`src/rtl/issue_retire_if.sv`:
```
// Dispatch, writeback and status bundle between the thread front end and issue_retire.
// The front end drives the master side; issue_retire is the slave.
interface issue_retire_if #(
    parameter int unsigned NUM_THREADS = 4,
    parameter int unsigned NUM_ALUS    = 1
);
    logic [NUM_ALUS-1:0][2:0]  disp_thread;
    logic [NUM_ALUS-1:0][6:0]  disp_op;
    logic [NUM_ALUS-1:0][31:0] disp_data;
    logic                      disp_stall;
    logic                      wb_valid;
    logic [2:0]                wb_thread;
    logic [31:0]               wb_data;
    logic                      wb_ready;
    logic [NUM_THREADS-1:0]    thread_busy;
    logic                      div_busy;
    logic [NUM_THREADS-1:0]    retire_pulse;
    logic [2:0]                err;

    modport master (
        output disp_thread, disp_op, disp_data, wb_ready,
        input  disp_stall, wb_valid, wb_thread, wb_data, thread_busy, div_busy, retire_pulse, err
    );

    modport slave (
        input  disp_thread, disp_op, disp_data, wb_ready,
        output disp_stall, wb_valid, wb_thread, wb_data, thread_busy, div_busy, retire_pulse, err
    );
endinterface

```
`src/rtl/issue_retire.sv`:
```
// Issue/retire back end: tracks issued ops through ALU pipes or the shared divider and retires
// them in order to the register-file write port. Optional same-cycle bypass: RETIRE_BYPASS_EN.
module issue_retire #(
    parameter int unsigned NUM_THREADS = 4,
    parameter int unsigned NUM_ALUS    = 1,
    parameter int unsigned ALU_LAT     = 1,
    parameter int unsigned DIV_LAT     = 3,
    parameter int unsigned QDEPTH      = 4,
    parameter logic [6:0]  DIV_OP      = 7'd38
) (
    input logic           clk,
    input logic           rst,
    issue_retire_if.slave bus
);
    localparam int unsigned PTR_W = $clog2(QDEPTH);
    localparam int unsigned NCOMP = NUM_ALUS + 1;

    typedef logic [PTR_W-1:0] ptr_t;
    typedef logic [PTR_W:0]   cnt_t;

    // One shift pipe per slot; stage ALU_LAT-1 is the exit stage
    logic [NUM_ALUS-1:0][ALU_LAT-1:0]       pipe_vld_q, pipe_vld_d;
    logic [NUM_ALUS-1:0][ALU_LAT-1:0][2:0]  pipe_thr_q, pipe_thr_d;
    logic [NUM_ALUS-1:0][ALU_LAT-1:0][31:0] pipe_data_q, pipe_data_d;

    logic [2:0]  div_cnt_q, div_cnt_d;
    logic [2:0]  div_thr_q, div_thr_d;
    logic [31:0] div_data_q, div_data_d;

    logic [QDEPTH-1:0][2:0]  q_thr_q, q_thr_d;
    logic [QDEPTH-1:0][31:0] q_data_q, q_data_d;
    ptr_t                    rd_ptr_q, rd_ptr_d, wr_ptr_q, wr_ptr_d, wp;
    cnt_t                    count_q, count_d, n_push;

    logic [NUM_THREADS-1:0] busy_q, busy_d, retire_q, retire_d, claim, busy_set;
    logic [2:0]             err_q, err_d;

    logic [NCOMP-1:0]       comp_vld;
    logic [NCOMP-1:0][2:0]  comp_thr;
    logic [NCOMP-1:0][31:0] comp_data;

    logic [NUM_ALUS-1:0] slot_vld, slot_div, slot_hit, slot_div_blk, alu_acc;
    logic                div_acc;
    logic [2:0]          div_thr_new;
    logic [31:0]         div_data_new;

    logic        stall, div_busy;
    logic        byp_vld, byp_take, q_pop, pop;
    logic [2:0]  byp_thr, wb_thr;
    logic [31:0] byp_data;
    int unsigned inflight;

    assign div_busy = (div_cnt_q != 3'd0);

    // Credit check: everything already queued or in flight plus a full issue cycle must fit
    always_comb begin
        inflight = div_busy ? 32'd1 : 32'd0;
        for (int s = 0; s < int'(NUM_ALUS); s++) begin
            for (int k = 0; k < int'(ALU_LAT); k++) begin
                inflight = inflight + 32'(pipe_vld_q[s][k]);
            end
        end
        stall = (32'(count_q) + inflight + NUM_ALUS) > QDEPTH;
    end

    // Completion order into the queue: divider first, then ALU slots ascending
    always_comb begin
        comp_vld[0]  = (div_cnt_q == 3'd1);
        comp_thr[0]  = div_thr_q;
        comp_data[0] = div_data_q;
        for (int s = 0; s < int'(NUM_ALUS); s++) begin
            comp_vld[s+1]  = pipe_vld_q[s][ALU_LAT-1];
            comp_thr[s+1]  = pipe_thr_q[s][ALU_LAT-1];
            comp_data[s+1] = pipe_data_q[s][ALU_LAT-1];
        end
    end

`ifdef RETIRE_BYPASS_EN
    int unsigned comp_n;

    always_comb begin
        comp_n   = 0;
        byp_thr  = '0;
        byp_data = '0;
        for (int c = 0; c < int'(NCOMP); c++) begin
            if (comp_vld[c]) begin
                comp_n   = comp_n + 1;
                byp_thr  = comp_thr[c];
                byp_data = comp_data[c];
            end
        end
        byp_vld = (count_q == '0) && (comp_n == 1);
    end
`else
    assign byp_vld  = 1'b0;
    assign byp_thr  = '0;
    assign byp_data = '0;
`endif

    assign wb_thr   = byp_vld ? byp_thr : q_thr_q[rd_ptr_q];
    assign q_pop    = (count_q != '0) && bus.wb_ready;
    assign byp_take = byp_vld && bus.wb_ready;
    assign pop      = q_pop || byp_take;

    // Issue acceptance; a dropped slot only records its error bits
    always_comb begin
        alu_acc      = '0;
        div_acc      = 1'b0;
        div_thr_new  = '0;
        div_data_new = '0;
        claim        = '0;
        busy_set     = '0;
        err_d        = err_q;
        for (int s = 0; s < int'(NUM_ALUS); s++) begin
            slot_vld[s] = bus.disp_thread[s] < 3'(NUM_THREADS);
            slot_div[s] = bus.disp_op[s] == DIV_OP;
            slot_hit[s] = 1'b0;
            for (int t = 0; t < int'(NUM_THREADS); t++) begin
                if (bus.disp_thread[s] == 3'(t) && (busy_q[t] || claim[t])) slot_hit[s] = 1'b1;
            end
            slot_div_blk[s] = slot_div[s] && (div_busy || div_acc);
            if (slot_vld[s]) begin
                if (slot_hit[s])     err_d[0] = 1'b1;
                if (slot_div_blk[s]) err_d[1] = 1'b1;
                if (stall)           err_d[2] = 1'b1;
                if (!slot_hit[s] && !slot_div_blk[s] && !stall) begin
                    if (slot_div[s]) begin
                        div_acc      = 1'b1;
                        div_thr_new  = bus.disp_thread[s];
                        div_data_new = bus.disp_data[s];
                    end else begin
                        alu_acc[s] = 1'b1;
                    end
                    for (int t = 0; t < int'(NUM_THREADS); t++) begin
                        if (bus.disp_thread[s] == 3'(t)) busy_set[t] = 1'b1;
                    end
                end
                for (int t = 0; t < int'(NUM_THREADS); t++) begin
                    if (bus.disp_thread[s] == 3'(t)) claim[t] = 1'b1;
                end
            end
        end
    end

    always_comb begin
        pipe_vld_d  = pipe_vld_q;
        pipe_thr_d  = pipe_thr_q;
        pipe_data_d = pipe_data_q;
        for (int s = 0; s < int'(NUM_ALUS); s++) begin
            for (int k = int'(ALU_LAT) - 1; k > 0; k--) begin
                pipe_vld_d[s][k]  = pipe_vld_q[s][k-1];
                pipe_thr_d[s][k]  = pipe_thr_q[s][k-1];
                pipe_data_d[s][k] = pipe_data_q[s][k-1];
            end
            pipe_vld_d[s][0]  = alu_acc[s];
            pipe_thr_d[s][0]  = bus.disp_thread[s];
            pipe_data_d[s][0] = bus.disp_data[s];
        end

        div_cnt_d  = div_cnt_q;
        div_thr_d  = div_thr_q;
        div_data_d = div_data_q;
        if (div_acc) begin
            div_cnt_d  = 3'(DIV_LAT);
            div_thr_d  = div_thr_new;
            div_data_d = div_data_new;
        end else if (div_busy) begin
            div_cnt_d = div_cnt_q - 3'd1;
        end

        // A bypassed completion is consumed directly and never enters the queue
        q_thr_d  = q_thr_q;
        q_data_d = q_data_q;
        wp       = wr_ptr_q;
        n_push   = '0;
        for (int c = 0; c < int'(NCOMP); c++) begin
            if (comp_vld[c] && !byp_take) begin
                q_thr_d[wp]  = comp_thr[c];
                q_data_d[wp] = comp_data[c];
                wp           = wp + ptr_t'(1);
                n_push       = n_push + cnt_t'(1);
            end
        end
        wr_ptr_d = wp;
        rd_ptr_d = rd_ptr_q + ptr_t'(q_pop);
        count_d  = count_q + n_push - cnt_t'(q_pop);

        busy_d   = busy_q | busy_set;
        retire_d = '0;
        for (int t = 0; t < int'(NUM_THREADS); t++) begin
            if (pop && wb_thr == 3'(t)) begin
                busy_d[t]   = 1'b0;
                retire_d[t] = 1'b1;
            end
        end
    end

    always_ff @(posedge clk) begin
        if (rst) begin
            pipe_vld_q  <= '0;
            pipe_thr_q  <= '0;
            pipe_data_q <= '0;
            div_cnt_q   <= '0;
            div_thr_q   <= '0;
            div_data_q  <= '0;
            q_thr_q     <= '0;
            q_data_q    <= '0;
            rd_ptr_q    <= '0;
            wr_ptr_q    <= '0;
            count_q     <= '0;
            busy_q      <= '0;
            retire_q    <= '0;
            err_q       <= '0;
        end else begin
            pipe_vld_q  <= pipe_vld_d;
            pipe_thr_q  <= pipe_thr_d;
            pipe_data_q <= pipe_data_d;
            div_cnt_q   <= div_cnt_d;
            div_thr_q   <= div_thr_d;
            div_data_q  <= div_data_d;
            q_thr_q     <= q_thr_d;
            q_data_q    <= q_data_d;
            rd_ptr_q    <= rd_ptr_d;
            wr_ptr_q    <= wr_ptr_d;
            count_q     <= count_d;
            busy_q      <= busy_d;
            retire_q    <= retire_d;
            err_q       <= err_d;
        end
    end

    assign bus.disp_stall   = stall;
    assign bus.wb_valid     = (count_q != '0) || byp_vld;
    assign bus.wb_thread    = wb_thr;
    assign bus.wb_data      = byp_vld ? byp_data : q_data_q[rd_ptr_q];
    assign bus.thread_busy  = busy_q;
    assign bus.div_busy     = div_busy;
    assign bus.retire_pulse = retire_q;
    assign bus.err          = err_q;
endmodule

```
`src/flat_wrapper.sv`:
```
// flat-port wrapper written by rule: the top's interface ports become plain ports
module issue_retire_flat 
#(
    parameter int unsigned NUM_THREADS = 4,
    parameter int unsigned NUM_ALUS    = 1,
    parameter int unsigned ALU_LAT     = 1,
    parameter int unsigned DIV_LAT     = 3,
    parameter int unsigned QDEPTH      = 4,
    parameter logic [6:0]  DIV_OP      = 7'd38
)
  (clk, rst, bus_disp_thread, bus_disp_op, bus_disp_data, bus_wb_ready, bus_disp_stall, bus_wb_valid, bus_wb_thread, bus_wb_data, bus_thread_busy, bus_div_busy, bus_retire_pulse, bus_err);
  issue_retire_if #(.NUM_THREADS(NUM_THREADS), .NUM_ALUS(NUM_ALUS)) bus_i ();
  input logic clk;
  input logic rst;
  input wire logic [$bits(bus_i.disp_thread)-1:0] bus_disp_thread;
  input wire logic [$bits(bus_i.disp_op)-1:0] bus_disp_op;
  input wire logic [$bits(bus_i.disp_data)-1:0] bus_disp_data;
  input wire logic [$bits(bus_i.wb_ready)-1:0] bus_wb_ready;
  output wire logic [$bits(bus_i.disp_stall)-1:0] bus_disp_stall;
  output wire logic [$bits(bus_i.wb_valid)-1:0] bus_wb_valid;
  output wire logic [$bits(bus_i.wb_thread)-1:0] bus_wb_thread;
  output wire logic [$bits(bus_i.wb_data)-1:0] bus_wb_data;
  output wire logic [$bits(bus_i.thread_busy)-1:0] bus_thread_busy;
  output wire logic [$bits(bus_i.div_busy)-1:0] bus_div_busy;
  output wire logic [$bits(bus_i.retire_pulse)-1:0] bus_retire_pulse;
  output wire logic [$bits(bus_i.err)-1:0] bus_err;
  assign bus_i.disp_thread = bus_disp_thread;
  assign bus_i.disp_op = bus_disp_op;
  assign bus_i.disp_data = bus_disp_data;
  assign bus_i.wb_ready = bus_wb_ready;
  assign bus_disp_stall = bus_i.disp_stall;
  assign bus_wb_valid = bus_i.wb_valid;
  assign bus_wb_thread = bus_i.wb_thread;
  assign bus_wb_data = bus_i.wb_data;
  assign bus_thread_busy = bus_i.thread_busy;
  assign bus_div_busy = bus_i.div_busy;
  assign bus_retire_pulse = bus_i.retire_pulse;
  assign bus_err = bus_i.err;
  issue_retire #(.NUM_THREADS(NUM_THREADS), .NUM_ALUS(NUM_ALUS), .ALU_LAT(ALU_LAT), .DIV_LAT(DIV_LAT), .QDEPTH(QDEPTH), .DIV_OP(DIV_OP)) u_core (.clk(clk), .rst(rst), .bus(bus_i));
endmodule
```
`config.mk`:
```
export PLATFORM = sky130hd
export DESIGN_NAME = issue_retire_flat
export DESIGN_NICKNAME = d
export VERILOG_FILES = /design/src/rtl/issue_retire_if.sv /design/src/rtl/issue_retire.sv /design/src/flat_wrapper.sv
export SDC_FILE = /design/constraint.sdc
export NUM_CORES = 1
export LEC_CHECK = 0
export CORE_MARGIN = 3
export CORE_UTILIZATION = 58
export DETAILED_ROUTE_END_ITERATION = 7
export PLACE_DENSITY_LB_ADDON = 0.2
export SKIP_LAST_GASP = 1
export SLEW_MARGIN = 10
export SYNTH_ARGS = -nofsm -noshare
export SYNTH_HDL_FRONTEND = slang
export SYNTH_SLANG_ARGS = --single-unit
```
`constraint.sdc`:
```
create_clock -name clk -period 4 [get_ports clk]
set_clock_uncertainty 0.1 [all_clocks]
set_input_delay 0.8 -clock clk [delete_from_list [all_inputs] [get_ports clk]]
set_output_delay 0.8 -clock clk [all_outputs]
set_load 0.02 [all_outputs]
```
==> qor.tcl, run 1 <==
set qor(floorplan.io_pins) 94
set qor(ys_seq_area_share_pct) 43.52
set qor(synthesized_area_fraction_occupied_by_ao_oa_aoi_and_oai_cells_pct) 13.34
set qor(worst_skew_pair.late_latency_ps) 520
set qor(drt_first_pass_iters) 5
set qor(max_slew_margin_pct) 33.89
set qor(num_vias) 9205
set qor(slowest_delay_ps) 500
set qor(postSynth.asyncResetShare_pct) 0
set qor(largest_voltage_drop_on_the_vdd_net_v) 0.0006314
set qor(placed_area_sq_um) 11760
set qor(setup.worst_path.start_class) {register}
set qor(critPathRequiredTime_ps) 3100
set qor(port_buffers) 93
set qor(setup_viol_count_final) 0
set qor(antenna_left) 0
set qor(mappedNetlistArea_sq_um) 10670
set qor(floorplan.core_area_sq_um) 17660
set qor(hpwl_um) 16060
set qor(fp-row-count) 48
set qor(hold_path_end) {u_core.bus.err[2]}
set qor(die-width_um) 141.7
set qor(critical_path.reg2reg.endpoint) {u_core.div_data_q[6]}
set qor(drt_drc_violations_left) 0
set qor(hold_path_class) {register to register}
set qor(synth_ff_type) {dfxtp_1}
set qor(yosysWarnings) 0
set qor(critPathKind) {register to primary output}
set qor(drc_marker_count_from_the_first_detailed_route_iteration) 908
set qor(initial_utilization_pct) 60.45
set qor(pwr_density_cell_nw_per_um2) 639.0
set qor(r2r_start) {u_core.div_cnt_q[0]}
set qor(insertedDiodeCount) 0
set qor(r2r.worst_path.cells) 14
set qor(initial_antenna_violation_count) 0
set qor(drt-vias-per-instance) 6.357
set qor(tightest_slew_ps) 988.1
set qor(nFillCells) 1373
set qor(hold_depth) 2
set qor(cp_max_delay_cell) {fa_1}
set qor(final_number_of_max_transition_violations) 0
set qor(dieHeight_um) 141.7
set qor(post-cts-setup-buffer-count) 0
set qor(h_tree_levels) 1
set qor(stdcell_area_sq_um) 12600
set qor(grt_setup_unrepaired) {false}
set qor(synthDistinctLibCells) 40
set qor(rrSetupSlack_ps) 690
set qor(grt_max_degree) 75
set qor(design.die.area_sq_um) 20060
set qor(grt_use_total_pct) 28.23
set qor(drv.max_cap_violation_count) 0
set qor(critical_path_buf_inv_count) 3
set qor(final_cell_mix) {231 x dfxtp_1, 159 x nor2_1, 149 x nand2_1}
set qor(synth_top_family_by_area) {simple AND/OR/NAND/NOR gates}
set qor(min-delay-start) {u_core.bus.err[2]}
set qor(area_delta_synth_final_pct) 18.04
set qor(finalCritPeriodShare_pct) 94.58
set qor(synth.mux.area_fraction_pct) 12.32
set qor(layout.nets) 1273
set qor(synth-xor-area-share_pct) 0.4103
set qor(largest_fanout_of_any_net_on_the_critical_path) 3
set qor(globalRouteOverflowTotal) 0
set qor(arrival_time_reported_for_the_critical_path_endpoint_ps) 2880
set qor(tritoncts) {yes}
set qor(timing.critical_path.max_delay_family) {adder cells}
set qor(clock_sink_count) 232
set qor(timing.critical_path.mode_cell) {nand2b_1}
set qor(fmaxAchievable_ghz) 0.2643
set qor(setup_total_negative_slack_ps) 0
set qor(grt_pass1_vias) 9109
set qor(final_common_cell) {dfxtp_1}
set qor(outcome) {complete, no violations}
set qor(grt_first_pass_wirelength_um) 46900
set qor(hold_violations) 0
set qor(cts.path.max_buffers) 3
set qor(proportion_of_layout_cells_with_a_drive_suffix_above_1_pct) 12.59
set qor(drt-wirelength-per-cell_um) 19.64
set qor(syn_area_per_cell_sq_um) 9.130
set qor(synth_simple_gate_area_share_pct) 22.98
set qor(yosys.area_share.adder_pct) 2.485
set qor(tritoncts.num_buffers) 25
set qor(post_synthesis_net_count) 1234
set qor(period_needed_ps) 3783
set qor(critical_path.endpoint_type) {primary output}
set qor(number_of_register_bits_inferred_by_synthesis) 232
set qor(worst_setup_hold_path_clk_slew_ps) 60
set qor(number_of_synthesized_flops_with_an_enable_pin) 0
set qor(final_gp_congestion) 0.7975
set qor(static-leakage-power_nw) 4.598
set qor(netlist_instances) 1169
set qor(worstPathCellList) {inv_1 > ha_1 > nand2b_1 > nand2b_1 > nand2_1 > ha_2 > inv_1 > fa_1 > nand2b_1 > a221oi_4 > nor2_1 > clkbuf_2}
set qor(clock-root-buffer) {clkbuf_16}
set qor(drt-total-wl_um) 28440
==> flip-flops by register name, summed over array words and instances, names as in the netlist, 4 cells and up <==
register and cells:
u_core.bus.retire_pulse 4, u_core.bus.thread_busy 4, u_core.div_data_q 32, u_core.pipe_data_q 32, u_core.q_data_q 128, u_core.q_thr_q 12
==> cells in the mapped netlist (2+ instances only) <==
cell type,n,area share (%)
inv_1,23,0.81
a2111oi_0,2,0.16
o31ai_1,2,0.14
a21oi_1,9,0.42
nand3_1,140,6.6
buf_6,3,0.32
dfxtp_1,232,44
nand2b_1,5,0.29
o2111ai_1,2,0.16
xnor2_1,5,0.41
mux2_4,27,3.8
a311oi_1,140,11
or3_1,3,0.18
fa_1,2,0.38
nor3_1,2,0.094
buf_1,7,0.25
o21ai_0,3,0.14
nor2_1,159,5.6
mux2i_1,2,0.19
mux2_2,9,0.95
mux4_2,35,7.4
nor2b_1,72,4.2
clkbuf_1,95,3.3
ha_1,18,2.1
nand2_1,153,5.4
buf_2,5,0.23
==> tightest hold or removal path, cell delays in order, from the launching register on <==
cell and delay, ps:
dfxtp_1 310, inv_1 50, a21oi_1 50
==> cell type report <==
type	count	area [sq um]	share of cell area [%]
multi-input combinational	804	5520	43.82
clock inverter	8	115.1	0.9137
inverter	23	86.33	0.6853
clock buffer	34	729.5	5.790
sequential	232	4646	36.88
timing repair buffer	122	1220	9.683
tap	225	281.5	2.235
==> through the flow <==
step | total power [mW] | cells | utilization [%] | hold slack, ps | setup slack (ps)
floorplan | 4.686 | 1169 | - | 355.2 | 665.0
global placement | 5.622 | 1406 | 66.58 | 337.6 | 454.1
detailed placement | 5.677 | 1406 | 66.58 | 352.6 | 371.3
CTS | 8.039 | 1448 | 71.37 | 366.6 | 4.855
global route | 8.416 | 1448 | 71.35 | 378.3 | 29.26
finish | 8.050 | 1448 | 71.35 | 368.0 | 216.8
==> logic make-up after synthesis <==
logic type | count (synthesis)
buf+inv | 133
compound gates | 163
flops | 232
simple gates | 543
xor+xnor | 5
mux | 73
fa+ha+maj | 20
==> power by group <==
group	total, mW	internal [mW]	switching [mW]
clock network	2.37	1.46	0.914
registers	2.89	2.65	0.238
logic	2.79	1.06	1.73
total	8.05	5.17	2.88
==> routing by layer <==
| metal | GRT usage, % | share of wire [%] | up-vias |
|---|---|---|---|
| met3 | 4.280 | 8.7 | 58 |
| met1 | 38.71 | 41 | 4466 |
| met2 | 46.01 | 48 | 415 |
| met4 | 9.444 | 2.3 | 0 |
| met5 | 0 | 0 | - |
| li1 | - | - | 4266 |
==> worst max path at each step <==
stage	from	end	slack, ps	cells after the start
6_report	u_core.div_cnt_q[0]	bus_disp_stall	220	12
5_1_grt	u_core.div_cnt_q[0]	bus_disp_stall	30	12
4_1_cts	u_core.div_cnt_q[0]	bus_disp_stall	5	12
3_5_place_dp	u_core.div_cnt_q[0]	bus_disp_stall	370	12
3_3_place_gp	u_core.div_cnt_q[0]	bus_disp_stall	450	12
2_1_floorplan	u_core.div_cnt_q[0]	bus_disp_stall	670	12
==> what timing repair did <==
item / in CTS / in global routing
endpoints found under the setup margin: 1 / 1
resized for setup: 2 / 2
pin swaps: 0 / 1
hold buffers: 0 / 0
(Power assumes the default switching activity.)
==> run 2, diff against run 1 <==
--- a/config.mk
+++ b/config.mk
@@ -5,8 +5,10 @@
 export SDC_FILE = /design/constraint.sdc
 export NUM_CORES = 1
 export LEC_CHECK = 0
+export CELL_PAD_IN_SITES_DETAIL_PLACEMENT = 1
+export CELL_PAD_IN_SITES_GLOBAL_PLACEMENT = 2
 export CORE_MARGIN = 3
-export CORE_UTILIZATION = 58
+export CORE_UTILIZATION = 36
 export DETAILED_ROUTE_END_ITERATION = 7
 export PLACE_DENSITY_LB_ADDON = 0.2
 export SKIP_LAST_GASP = 1
==> run 2 against run 1 <==
Effect of this change:
- fmax is 0.59% higher
- via count is 0.65% lower
- die area increased by 58%
- sequential share of layout area shrank 1.0 points
- utilization down 27 points
- first-iteration DRC count fell by 39%
- sequential power about the same
- largest cell class unchanged
- worst setup slack better by 22 ps
- critical path depth did not move
- clock power up 9.7%
==> qor.tcl, run 2 (synthesis results as in run 1) <==
set qor(pwr_density_cell_nw_per_um2) 647.5 ;# +1.3%
set qor(critical_path.endpoint_type) {primary output}
set qor(drt_drc_violations_left) 0 ;# unchanged
set qor(hpwl_um) 19480 ;# +21%
set qor(drv.max_cap_violation_count) 0 ;# unchanged
set qor(grt_first_pass_wirelength_um) 54230 ;# +16%
set qor(cts.path.max_buffers) 3 ;# unchanged
set qor(largest_fanout_of_any_net_on_the_critical_path) 3 ;# unchanged
set qor(final_number_of_max_transition_violations) 0 ;# unchanged
set qor(finalCritPeriodShare_pct) 94.02 ;# -0.56 points
set qor(grt_use_total_pct) 21.34 ;# -6.9 points
set qor(clock_group_share_of_total_power_pct) 31.0 ;# +1.6 points
set qor(static-leakage-power_nw) 4.661 ;# +1.4%
set qor(final_common_cell) {dfxtp_1}
set qor(insertedDiodeCount) 0 ;# unchanged
set qor(critical_path.reg2reg.endpoint) {u_core.div_data_q[18]}
set qor(critPathRequiredTime_ps) 3100 ;# about the same
set qor(outcome) {complete, no violations}
set qor(proportion_of_layout_cells_with_a_drive_suffix_above_1_pct) 13.86 ;# +1.3 points
set qor(number_of_flip_flops_in_the_largest_register) 128 ;# unchanged
set qor(max_flop_register) {u_core.q_data_q}
set qor(switching_share_pct) 36.43 ;# +0.64 points
set qor(die-width_um) 178.2 ;# +26%
set qor(critPathKind) {register to primary output}
set qor(design.die.area_sq_um) 31750 ;# +58%
set qor(clock-root-buffer) {clkbuf_16}
set qor(fin_worst_hold_slack_ps) 346.0 ;# -22.09 ps
set qor(final_cell_mix) {230 x dfxtp_1, 159 x nor2_1, 145 x nand2_1}
set qor(floorplan.core_area_sq_um) 28940 ;# +64%
set qor(area_delta_synth_final_pct) 21.48
set qor(drt-wirelength-per-cell_um) 20.87 ;# +6.2%
set qor(num_vias) 9145 ;# -0.65%
set qor(floorplan.io_pins) 94 ;# unchanged
set qor(dieHeight_um) 178.2 ;# +26%
set qor(largest_voltage_drop_on_the_vdd_net_v) 0.0002749 ;# -56%
set qor(drc_marker_count_from_the_first_detailed_route_iteration) 557 ;# -39%
set qor(initial_utilization_pct) 36.88 ;# -24 points
set qor(worst_skew_pair.late_latency_ps) 540 ;# +20 ps
set qor(arrival_time_reported_for_the_critical_path_endpoint_ps) 2860 ;# -20 ps
set qor(grt_pass1_vias) 9515 ;# +4.5%
set qor(grt_setup_unrepaired) {false}
set qor(hold_depth) 2 ;# unchanged
set qor(net-switching-power_mw) 3.058 ;# +6.1%
set qor(worst_setup_hold_path_clk_slew_ps) 60 ;# about the same
set qor(internal-power_mw) 5.336 ;# +3.2%
set qor(hold_path_class) {register to register}
set qor(clock_sink_count) 232 ;# unchanged
set qor(share_seq_of_total_power_pct) 34.7 ;# -1.2 points
set qor(crit_path_start) {u_core.div_cnt_q[0]}
set qor(max_slew_margin_pct) 29.34 ;# -4.6 points
set qor(setup_viol_count_final) 0 ;# unchanged
set qor(r2r.worst_path.cells) 14 ;# unchanged
set qor(drt_first_pass_iters) 5 ;# unchanged
set qor(drt-vias-per-instance) 5.652 ;# -11%
set qor(post_placement_cell_count) 1566 ;# +11%
set qor(final_gp_congestion) 0.7352 ;# -7.8%
set qor(tritoncts.num_buffers) 28 ;# +12%
set qor(rrSetupSlack_ps) 670 ;# -20 ps
set qor(h_tree_levels) 1 ;# unchanged
set qor(port_buffers) 93 ;# unchanged
set qor(critical_path.endpoint) {bus_disp_stall}
set qor(cts_hold_buffers) 0 ;# unchanged
set qor(setup_total_negative_slack_ps) 0 ;# unchanged
set qor(initial_antenna_violation_count) 0 ;# unchanged
set qor(hold_violations) 0 ;# unchanged
set qor(grt_max_degree) 91 ;# +21%
set qor(tritoncts) {yes}
set qor(layout.nets) 1277 ;# +0.31%
set qor(globalRouteOverflowTotal) 0 ;# unchanged
set qor(setup.worst_path.start_class) {register}
set qor(antenna_left) 0 ;# unchanged
set qor(fmaxAchievable_ghz) 0.2659 ;# +0.59%
set qor(period_needed_ps) 3761 ;# -22.34 ps
set qor(fin_util_pct) 44.81 ;# -27 points
set qor(tightest_slew_ps) 1060 ;# +71.81 ps
set qor(nFillCells) 3265 ;# +140%
set qor(drt-total-wl_um) 33760 ;# +19%
set qor(fin_cells) 1618 ;# +12%
set qor(reg.largest.list) {u_core.q_data_q (128), u_core.div_data_q (32), u_core.pipe_data_q (32)}
set qor(r2r_start) {u_core.div_cnt_q[0]}
set qor(power.combinational.fraction_pct) 34.3 ;# -0.4 points
set qor(fp-row-count) 62 ;# +29%
==> run 2: changes by cell type in the layout (fill, tap and decap cells not counted), sizes merged <==
cell | previous run | this run
bufinv | 3 | 2
clkinv | 5 | 8
buf | 30 | 31
clkbuf | 35 | 43
==> run 2: layout make-up <==
type,instances,area [sq um],share of cell area [%]
Sequential cell,232,4647,35.84
Clock buffer,42,854.6,6.591
Tap cell,384,480.5,3.706
Inverter,23,86.33,0.6659
Timing Repair Buffer,123,1252,9.660
Clock inverter,10,103.9,0.8010
Multi-Input combinational cell,804,5540,42.73
==> run 2: worst min path at each step <==
| stage | startpoint | endpoint | slack (ps) |
|---|---|---|---|
| global route | u_core.bus.err[2] | u_core.bus.err[2] | 380 |
| floorplan | u_core.q_data_q[64] | u_core.q_data_q[64] | 360 |
| finish | u_core.bus.err[2] | u_core.bus.err[2] | 350 |
| CTS | u_core.bus.err[2] | u_core.bus.err[2] | 350 |
| global placement | u_core.bus.err[2] | u_core.bus.err[2] | 340 |
| detailed placement | u_core.bus.err[2] | u_core.bus.err[2] | 350 |
==> run 2: per-stage QoR <==
| step | cell area (sq um) | total power, mW | setup slack, ps |
|---|---|---|---|
| after floorplan | 10670 | 4.686 | 665.0 |
| after global placement | 12010 | 5.832 | 433.9 |
| after detailed placement | 12010 | 5.866 | 383.4 |
| after CTS | 12970 | 8.498 | 2.578 |
| after global routing | 12960 | 8.882 | 8.909 |
| final | 12960 | 8.394 | 239.1 |
==> run 2: critical path, cell delays in order, from the launching register on <==
cell	delay, ps
dfxtp_1	330
inv_1	80
ha_1	170
nand2b_1	90
nand2b_1	180
nand2_1	80
ha_2	210
inv_1	60
fa_1	480
nand2b_1	110
a221oi_4	280
nor2_1	90
clkbuf_2	160
==> run 2: what timing repair did <==
item	CTS	global route
buffers inserted	0	0
resized for setup	1	3
pin swaps	0	0
endpoints found under the setup margin	1	1
==> run 2: layer usage <==
metal  vias to the layer above  track usage [%]  routed length, um
li1                       4276                -                  -
met1                      4666            29.51              16060
met2                       172            36.39              15990
met3                        31            2.639               1319
met4                         0            3.474                386
met5                         -                0                  0
==> run 2: power by group through the flow <==
stage          clock [mW]  combinational [mW]  sequential (mW)
6_report             2.60                2.88             2.91
4_1_cts              2.67                2.91             2.92
5_1_grt              2.77                3.16             2.96
3_5_place_dp            0                2.91             2.96
2_1_floorplan           0                1.84             2.84
3_3_place_gp            0                2.88             2.95
==> run 3, diff against run 2 <==
--- a/config.mk
+++ b/config.mk
@@ -5,12 +5,15 @@
 export SDC_FILE = /design/constraint.sdc
 export NUM_CORES = 1
 export LEC_CHECK = 0
+export ABC_AREA = 1
 export CELL_PAD_IN_SITES_DETAIL_PLACEMENT = 1
 export CELL_PAD_IN_SITES_GLOBAL_PLACEMENT = 2
 export CORE_MARGIN = 3
-export CORE_UTILIZATION = 36
+export CORE_UTILIZATION = 32
 export DETAILED_ROUTE_END_ITERATION = 7
 export PLACE_DENSITY_LB_ADDON = 0.2
+export RECOVER_POWER = 25
+export SKIP_CTS_REPAIR_TIMING = 1
 export SKIP_LAST_GASP = 1
 export SLEW_MARGIN = 10
 export SYNTH_ARGS = -nofsm -noshare
==> run 3 against run 2 <==
Effect of this change:
- the flow now finishes with violations (capacitance limit, slew limit)
- routed wire length rose by 8.0%
- worst hold slack better by 7.6 ps
- cell count is 34% higher
- non-clock buffer count fell by 12
- highest routed layer unchanged
- largest cell class unchanged
- synthesized cell count increased by 42%
- sequential share of layout area down 0.93 points
- largest power group is now combinational cells
- global-route usage decreased by 1.6 points
- worst setup slack better by 31 ps
==> qor.tcl, run 3 <==
set qor(netlist_instances) 1662 ;# +42%
set qor(setup_viol_count_final) 0 ;# unchanged
set qor(drt-vias-per-instance) 4.856 ;# -14%
set qor(hold_violations) 0 ;# unchanged
set qor(r2r_start) {u_core.div_cnt_q[0]}
set qor(grt_pass1_vias) 10640 ;# +12%
set qor(drv.max_cap_violation_count) 2 ;# +2
set qor(grt_use_total_pct) 19.69 ;# -1.6 points
set qor(postSynth.asyncResetShare_pct) 0 ;# unchanged
set qor(ys_seq_area_share_pct) 41.66 ;# -1.9 points
set qor(number_of_flip_flops_in_the_largest_register) 128 ;# unchanged
set qor(critical_path.endpoint_type) {primary output}
set qor(final_cell_mix) {322 x o21ai_0, 315 x inv_1, 297 x nand2_1}
set qor(synth_top_family_by_area) {compound AO/OA/AOI/OAI gates}
set qor(cts.path.max_buffers) 3 ;# unchanged
set qor(critPathKind) {register to primary output}
set qor(number_of_register_bits_inferred_by_synthesis) 232 ;# unchanged
set qor(synth.mux.area_fraction_pct) 0 ;# -12 points
set qor(outcome) {finished, violations left}
set qor(worst_skew_pair.late_latency_ps) 550 ;# about the same
set qor(yosys.area_share.adder_pct) 2.379 ;# -0.11 points
set qor(yosysWarnings) 0 ;# unchanged
set qor(synth.top_cells.by_count) {316 x inv_1, 316 x o21ai_0, 301 x nand2_1, 232 x dfxtp_1, 154 x a21oi_1}
set qor(grt_first_pass_wirelength_um) 58120 ;# +7.2%
set qor(crit_path_start) {u_core.div_cnt_q[0]}
set qor(drt-total-wl_um) 36450 ;# +8.0%
set qor(final_gp_congestion) 0.7314 ;# -0.52%
set qor(floorplan.core_area_sq_um) 33950 ;# +17%
set qor(worst_setup_hold_path_clk_slew_ps) 60 ;# about the same
set qor(h_tree_levels) 1 ;# unchanged
set qor(floorplan.io_pins) 94 ;# unchanged
set qor(design.die.area_sq_um) 37120 ;# +17%
set qor(fin_worst_hold_slack_ps) 353.6 ;# +7.606 ps
set qor(pwr_density_cell_nw_per_um2) 660.5 ;# +2.0%
set qor(critPathRequiredTime_ps) 3100 ;# about the same
set qor(hpwl_um) 21060 ;# +8.1%
set qor(setup.worst_path.start_class) {register}
set qor(drt_drc_violations_left) 0 ;# unchanged
set qor(reg.largest.list) {u_core.q_data_q (128), u_core.div_data_q (32), u_core.pipe_data_q (32)}
set qor(violations) {capacitance limit, slew limit}
set qor(dieHeight_um) 192.7 ;# +8.1%
set qor(placed_area_sq_um) 12390 ;# +3.1%
set qor(number_of_synthesized_flops_with_an_enable_pin) 0 ;# unchanged
set qor(static-leakage-power_nw) 6.840 ;# +47%
set qor(globalRouteOverflowTotal) 0 ;# unchanged
set qor(tritoncts) {yes}
set qor(synthesized_area_fraction_occupied_by_ao_oa_aoi_and_oai_cells_pct) 24.49 ;# +11 points
set qor(synth.area.top_cells) {dfxtp_1 42%, o21ai_0 14%, inv_1 11%, nand2_1 10%, a21oi_1 6.9%}
set qor(final_common_cell) {o21ai_0}
set qor(proportion_of_layout_cells_with_a_drive_suffix_above_1_pct) 5.186 ;# -8.7 points
set qor(antenna_left) 0 ;# unchanged
set qor(synth_simple_gate_area_share_pct) 16.01 ;# -7.0 points
set qor(r2r.worst_path.cells) 20 ;# +6
set qor(largest_voltage_drop_on_the_vdd_net_v) 0.0003087 ;# +12%
set qor(initial_utilization_pct) 32.84 ;# -4.0 points
set qor(hold_path_end) {u_core.bus.err[0]}
set qor(die-width_um) 192.7 ;# +8.1%
set qor(initial_antenna_violation_count) 0 ;# unchanged
set qor(final_number_of_max_transition_violations) 202 ;# +202
set qor(synth_ff_type) {dfxtp_1}
set qor(fp-row-count) 67 ;# +8.1%
set qor(drc_marker_count_from_the_first_detailed_route_iteration) 423 ;# -24%
set qor(syn_area_per_cell_sq_um) 6.708 ;# -27%
set qor(port_buffers) 93 ;# unchanged
set qor(synth-xor-area-share_pct) 0.4713 ;# +0.061 points
set qor(synthDistinctLibCells) 33 ;# -18%
set qor(drt_first_pass_iters) 4 ;# -1
set qor(fmaxAchievable_ghz) 0.2681 ;# +0.82%
set qor(min-delay-start) {u_core.bus.err[0]}
set qor(clock-root-buffer) {clkbuf_16}
set qor(setup_total_negative_slack_ps) 0 ;# unchanged
set qor(hold_depth) 2 ;# unchanged
set qor(post_synthesis_net_count) 1727 ;# +40%
set qor(period_needed_ps) 3730 ;# -30.70 ps
set qor(area_delta_synth_final_pct) 19.35
set qor(mappedNetlistArea_sq_um) 11150 ;# +4.5%
set qor(largest_fanout_of_any_net_on_the_critical_path) 5 ;# +2
set qor(synth_top_area_share_pct) 41.66 ;# -1.9 points
set qor(clock_sink_count) 232 ;# unchanged
set qor(stdcell_area_sq_um) 13310 ;# +2.6%
set qor(rrSetupSlack_ps) 500 ;# -170 ps
set qor(finalCritPeriodShare_pct) 93.26 ;# -0.77 points
set qor(tightest_slew_ps) 2440 ;# +1380 ps
set qor(grt_setup_unrepaired) {false}
set qor(insertedDiodeCount) 0 ;# unchanged
set qor(layout.nets) 1762 ;# +38%
set qor(netlist.top_cell.by_area) {dfxtp_1}
set qor(arrival_time_reported_for_the_critical_path_endpoint_ps) 2830 ;# -30 ps
set qor(max_slew_margin_pct) -62.65 ;# -92 points
set qor(num_vias) 10510 ;# +15%
set qor(hold_path_class) {register to register}
set qor(drt-wirelength-per-cell_um) 16.84 ;# -19%
set qor(grt_max_degree) 168 ;# +85%
set qor(tritoncts.num_buffers) 29 ;# +3.6%
set qor(critical_path.reg2reg.endpoint) {u_core.div_data_q[15]}
set qor(max_flop_register) {u_core.q_data_q}
[run 3: cell types whose count changed in the layout (fill, tap and decap cells not counted), moves of 11 or more]
cell	previous run	this run
inv_1	23	315
a21oi_1	9	154
o21ai_0	3	322
a311oi_1	140	0
dlygate4sd3_1	0	11
mux2_4	27	0
o21ai_1	0	25
clkdlybuf4s50_1	91	80
mux4_2	35	0
nor2b_1	71	0
nand2_1	145	297
nand3_1	140	14
o22ai_1	0	32
nor2_1	159	93
[run 3: worst max-delay path by stage]
stage,end,slack [ps],depth (start not counted)
2_1_floorplan,u_core.div_data_q[10],980,21
3_3_place_gp,bus_disp_stall,430,15
3_5_place_dp,bus_disp_stall,320,15
4_1_cts,bus_disp_stall,-290,15
5_1_grt,bus_disp_stall,30,15
6_report,bus_disp_stall,270,15
[run 3: cells by family (layout without fill, tap and decap cells)]
kind of cell | count (synthesis) | in the layout
AOI/OAI and AO/OA | 536 | 536
xor gates and xnor gates | 6 | 6
adders and majority gates | 20 | 20
buffers and inverters | 429 | 483
DFF | 232 | 232
and+or+nand+nor | 439 | 439
[run 3: worst max-delay path: stages, from the launching register on]
cell      delay (ps)
dfxtp_1          330
inv_1             80
ha_1             150
inv_1             50
nor2_2           160
inv_1            130
nor2_2           150
inv_1             80
nand2_1           60
ha_1             150
inv_1             60
fa_1             430
nand2_1           80
nand3_1           80
nand2_2          120
clkbuf_2         180
[run 3: through the flow]
| step | total power [mW] | util [%] | cells | setup slack (ps) |
|---|---|---|---|---|
| after global placement | 6.181 | 36.48 | 2114 | 426.5 |
| after detailed placement | 6.256 | 36.48 | 2114 | 320.9 |
| after CTS | 8.929 | 39.26 | 2164 | -288.7 |
| after global routing | 9.421 | 39.19 | 2164 | 26.74 |
| after floorplan | 4.921 | - | 1662 | 975.4 |
| final | 8.789 | 39.19 | 2164 | 269.8 |
[run 3: final cells by class]
cell class                      instances  area (sq um)
Fill cell                            4317         20640
Multi-Input combinational cell       1001          4861
Sequential cell                       232          4646
Inverter                              322          1209
Timing Repair Buffer                  111          1089
Clock buffer                           46         869.6
Tap cell                              448         560.5
Clock inverter                          4         72.57
[run 3: per-layer routing]
layer / routed length, um / GRT usage, %
met1: 18010 / 26.99
met2: 16910 / 33.51
met3: 973 / 2.234
met4: 559 / 4.007
met5: 0 / 0
[run 3: where the power goes]
| part | total [mW] | switching (mW) | internal (mW) |
|---|---|---|---|
| clock network | 2.62 | 1.02 | 1.60 |
| registers | 2.87 | 0.198 | 2.67 |
| logic | 3.30 | 2.09 | 1.21 |
| total | 8.79 | 3.31 | 5.48 |
